File: config.mk
export PLATFORM = sky130hd
export DESIGN_NAME = fetch_unit
export DESIGN_NICKNAME = d
export VERILOG_FILES = /design/src/rtl/fetch_unit.sv
export SDC_FILE = /design/constraint.sdc
export NUM_CORES = 1
export LEC_CHECK = 0
export ABC_AREA = 1
export CAP_MARGIN = 20
export CORE_UTILIZATION = 45
export CTS_CLUSTER_DIAMETER = 120
export DETAILED_ROUTE_END_ITERATION = 12
export GPL_TIMING_DRIVEN = 1
export PLACE_DENSITY = 0.8
export SLEW_MARGIN = 20
export SYNTH_ARGS = -nofsm -noshare
export SYNTH_HDL_FRONTEND = slang
export SYNTH_SLANG_ARGS = --single-unit
File: constraint.sdc
create_clock -name clk_i -period 2.28 [get_ports clk_i]
set_input_delay 0.57 -clock clk_i [delete_from_list [all_inputs] [get_ports clk_i]]
set_output_delay 0.57 -clock clk_i [all_outputs]
set_load 0.02 [all_outputs]
File: src/rtl/fetch_unit.sv
// fetch_unit: instruction fetch stage with a one-entry output slot.
// Owns the 16-bit PC and fetches words from instruction memory over req/ack.
//
// Ports:
//   clk_i, rst_n_i      clock, synchronous active-low reset
//   branch_valid_i      branch unit outputs meaningful this cycle
//   branch_en_i         branch taken
//   dest_addr_i         branch target, low 16 bits used
//   imem_req_o          fetch request, held until imem_ack_i
//   imem_addr_o         fetch word address
//   imem_ack_i          response valid (may arrive with first req cycle)
//   imem_rdata_i        instruction data, valid with ack
//   insn_valid_o        output slot holds an instruction
//   insn_o, insn_pc_o   slot instruction and its address
//   stall_i             decode not accepting the slot
module fetch_unit #(
    parameter logic [15:0] RESET_PC = 16'h0000,
    parameter int unsigned INSN_W   = 32
) (
    input  logic              clk_i,
    input  logic              rst_n_i,
    input  logic              branch_valid_i,
    input  logic              branch_en_i,
    input  logic [31:0]       dest_addr_i,
    output logic              imem_req_o,
    output logic [15:0]       imem_addr_o,
    input  logic              imem_ack_i,
    input  logic [INSN_W-1:0] imem_rdata_i,
    output logic              insn_valid_o,
    output logic [INSN_W-1:0] insn_o,
    output logic [15:0]       insn_pc_o,
    input  logic              stall_i
);

    logic              r_run;
    logic [15:0]       r_pc;
    logic              r_pending;
    logic [15:0]       r_req_addr;
    logic              r_drop;
    logic              r_valid;
    logic [INSN_W-1:0] r_insn;
    logic [15:0]       r_insn_pc;

    logic              w_redirect;
    logic              w_req;
    logic [15:0]       w_addr;
    logic              w_complete;
    logic              w_accept;
    logic              w_unused;

    assign w_unused   = ^dest_addr_i[31:16];
    assign w_redirect = branch_valid_i & branch_en_i;

    // Only request when the response is guaranteed a free slot.
    assign w_req      = r_run & (r_pending | ~r_valid | ~stall_i);
    assign w_addr     = r_pending ? r_req_addr : r_pc;
    assign w_complete = w_req & imem_ack_i;

    // Responses to requests issued before a redirect are discarded.
    assign w_accept   = w_complete & ~r_drop & ~w_redirect;

    always_ff @(posedge clk_i) begin
        if (!rst_n_i) begin
            r_run      <= 1'b0;
            r_pc       <= RESET_PC;
            r_pending  <= 1'b0;
            r_req_addr <= RESET_PC;
            r_drop     <= 1'b0;
            r_valid    <= 1'b0;
            r_insn     <= '0;
            r_insn_pc  <= '0;
        end else begin
            r_run <= 1'b1;

            // Latch the address so it stays stable until ack.
            if (w_complete) begin
                r_pending <= 1'b0;
            end else if (w_req && !r_pending) begin
                r_pending  <= 1'b1;
                r_req_addr <= r_pc;
            end

            // An outstanding request cannot be withdrawn, so mark it stale.
            if (w_complete) begin
                r_drop <= 1'b0;
            end else if (w_redirect && w_req) begin
                r_drop <= 1'b1;
            end

            if (w_redirect) begin
                r_pc <= dest_addr_i[15:0];
            end else if (w_accept) begin
                r_pc <= w_addr + 16'd1;
            end

            if (w_redirect) begin
                r_valid <= 1'b0;
            end else if (w_accept) begin
                r_valid   <= 1'b1;
                r_insn    <= imem_rdata_i;
                r_insn_pc <= w_addr;
            end else if (r_valid && !stall_i) begin
                r_valid <= 1'b0;
            end
        end
    end

    assign imem_req_o   = w_req;
    assign imem_addr_o  = w_addr;
    assign insn_valid_o = r_valid;
    assign insn_o       = r_insn;
    assign insn_pc_o    = r_insn_pc;

endmodule

==> flow_metrics.env <==
export IMPL_vias_per_cell=4.93
export IMPL_outcome="complete, no violations"
export IMPL_drive_gt1_frac=0.102
export IMPL_rsz0062_at_grt="no"
export IMPL_ant_nets=0
export IMPL_die_y_um=93.8
export IMPL_hold_depth=2
export IMPL_antenna_cells=0
export IMPL_setup_viol=0
export IMPL_grt_start_max_net_pins=43
export IMPL_r2r_cells=12
export IMPL_dp_slack_ns=-0.159
export IMPL_clock_skew_ns=0.0119
export IMPL_yosysSeqAreaShare=0.443
export IMPL_synth_warning_count=0
export IMPL_clock_root_buffer="clkbuf_8"
export IMPL_holdCritPathClass="flip-flop to flip-flop"
export IMPL_core_area_sq_um=8180
export IMPL_synth_area_leaders="dfxtp_1 44%, nand2_1 11%, nor2_1 8.9%"
export IMPL_layout_common_cells="114 x nand2_1, 102 x clkdlybuf4s50_1, 90 x nor2_1"
export IMPL_die_w_um=93.8
export IMPL_drt_iter0_drc=193
export IMPL_fin_nets=735
export IMPL_p_leak_nw=2.23
export IMPL_clk_latency_ns=0.36
export IMPL_htreeDepth=3
export IMPL_finalHoldViolCount=0
export IMPL_path_clk_slew_ns=0.08
export IMPL_max_cap_violations=0
export IMPL_grt_usage=0.245
export IMPL_fmax_mhz=454
export IMPL_p_total_mw=3.62
export IMPL_hpwlAfterDp_mm=7.54
export IMPL_finalCriticalPeriod_ns=2.20
export IMPL_drv_slew=0
export IMPL_cts_sinks=84
export IMPL_antenna_found_initial=0
export IMPL_cp_start_kind="primary input"
export IMPL_ir_drop_mv=0.340
export IMPL_critical_path_class="primary input to primary output"
export IMPL_worstMarginPinSlew_ns=0.335
export IMPL_grt_overflow=0
export IMPL_fin_ws_ns=0.0785
export IMPL_ys_ff_latch=84
export IMPL_p_per_area_nw_per_um2=674
export IMPL_yosys_area_top_type="dfxtp_1"
export IMPL_num_rows=33
export IMPL_synthToLayoutAreaGrowth_pct=41.6
export IMPL_crit_arrival_ns=1.63
export IMPL_clk_path_buf_depth=2
export IMPL_avgSynthCellArea_sq_um=7.06
export IMPL_die_area_sq_um=8800
export IMPL_final_common_cell="nand2_1"
export IMPL_vias=3819
export IMPL_fin_cells=774
export IMPL_initial_core_util=0.464
export IMPL_post_cts_setup_buffers=0
export IMPL_route_detailed_drc=0
export IMPL_cts_buffers=9
export IMPL_io_buffers=119
export IMPL_grt_pass1_wl_mm=16.6
export IMPL_routed_wl_mm=10.5
export IMPL_syn_nets=608
export IMPL_yosys_area_top_type_share=0.443
export IMPL_cp_end_kind="primary output"
export IMPL_dp_cells=758
export IMPL_grt_pass1_vias=3546
export IMPL_gp_congestion=0.896
export IMPL_dr_pass1_iters=7
export IMPL_worstPathRequired_ns=1.71
export IMPL_min_period_over_period=0.966
export IMPL_ys_types=31
export IMPL_setup_tns_ns=0
export IMPL_cts_tree="built"
export IMPL_cp_max_fo=2
export IMPL_synth_cells=537
export IMPL_synth_area_sq_um=3790
export IMPL_ioPinCount=136
export IMPL_wl_per_cell_um=13.6
export IMPL_slew_headroom=0.775
-- Yosys cell counts (all sizes together) --
library cell,instances
o211ai,1
a21oi,29
nand2,124
and2,1
xor2,3
nand3,24
nor2,96
inv,54
nand4,3
buf,18
a211oi,8
o21ai,67
nor3,5
ha,1
nor3b,2
dfxtp,84
clkbuf,11
a31oi,6
-- final cells by class --
type / instances / area (sq um)
inverter: 54 / 210
multi-input combinational: 370 / 1720
tap: 105 / 131
fill: 697 / 2810
timing repair buffer: 145 / 1390
clock buffer: 10 / 138
clock inverter: 6 / 95.1
sequential: 84 / 1690
-- sequential cells by signal, summed over array words and instances (netlist names) --
| signal | cells |
|---|---|
| r_pc | 16 |
| r_pending | 1 |
| r_drop | 1 |
| insn_valid_o | 1 |
| r_run | 1 |
| r_req_addr | 16 |
| insn_pc_o | 16 |
| insn_o | 32 |
-- critical path: stages --
cell and delay (ns):
clkdlybuf4s50_1 0.50, nand3_2 0.09, and2_1 0.15, dlygate4sd2_1 0.33
-- cell families (layout without fill, tap and decap cells) --
| logic type | after synthesis | count (layout) | synth area share |
|---|---|---|---|
| xor gates and xnor gates | 3 | 3 | 0.00693 |
| AOI/OAI and AO/OA | 111 | 111 | 0.155 |
| and+or+nand+nor | 255 | 255 | 0.288 |
| buffers and inverters | 83 | 215 | 0.103 |
| DFF | 84 | 84 | 0.443 |
| adders and majority gates | 1 | 1 | 0.00330 |
-- power breakdown --
group | total, mW | internal (mW) | leakage (nW) | switching [mW]
sequential | 1.63 | 1.57 | 0.690 | 0.0564
combinational | 0.762 | 0.342 | 1.43 | 0.421
clock | 1.23 | 0.658 | 0.111 | 0.572
-- timing repair --
action                                  CTS  global route
endpoints found under the setup margin   17             2
resized for setup                        19             1
hold buffers                              0             0
-- final timing paths --
| kind | start | slack, ns | endpoint |
|---|---|---|---|
| max | stall_i | 0.08 | imem_req_o |
| min | r_req_addr[1] | 0.45 | r_req_addr[1] |
| max reg2reg | r_pending | 0.25 | r_pc[14] |
| min reg2reg | r_req_addr[1] | 0.45 | r_req_addr[1] |
-- stage by stage --
stage | utilization | hold WS (ns) | area (sq um)
after floorplan | - | 0.424 | 3790
after global placement | 0.630 | 0.430 | 5150
after detailed placement | 0.630 | 0.435 | 5150
after CTS | 0.656 | 0.447 | 5370
after global routing | 0.657 | 0.467 | 5370
final | 0.657 | 0.447 | 5370
-- per-layer routing --
layer	vias to the layer above	track usage	part of all wire	wire length [um]
met5	-	0	0	0
met4	0	0.100	0.011	116
met3	10	0.0477	0.054	574
met2	121	0.417	0.51	5390
met1	1728	0.300	0.42	4460
li1	1960	-	-	-
No activity file was read; power rests on OpenSTA's default activity.
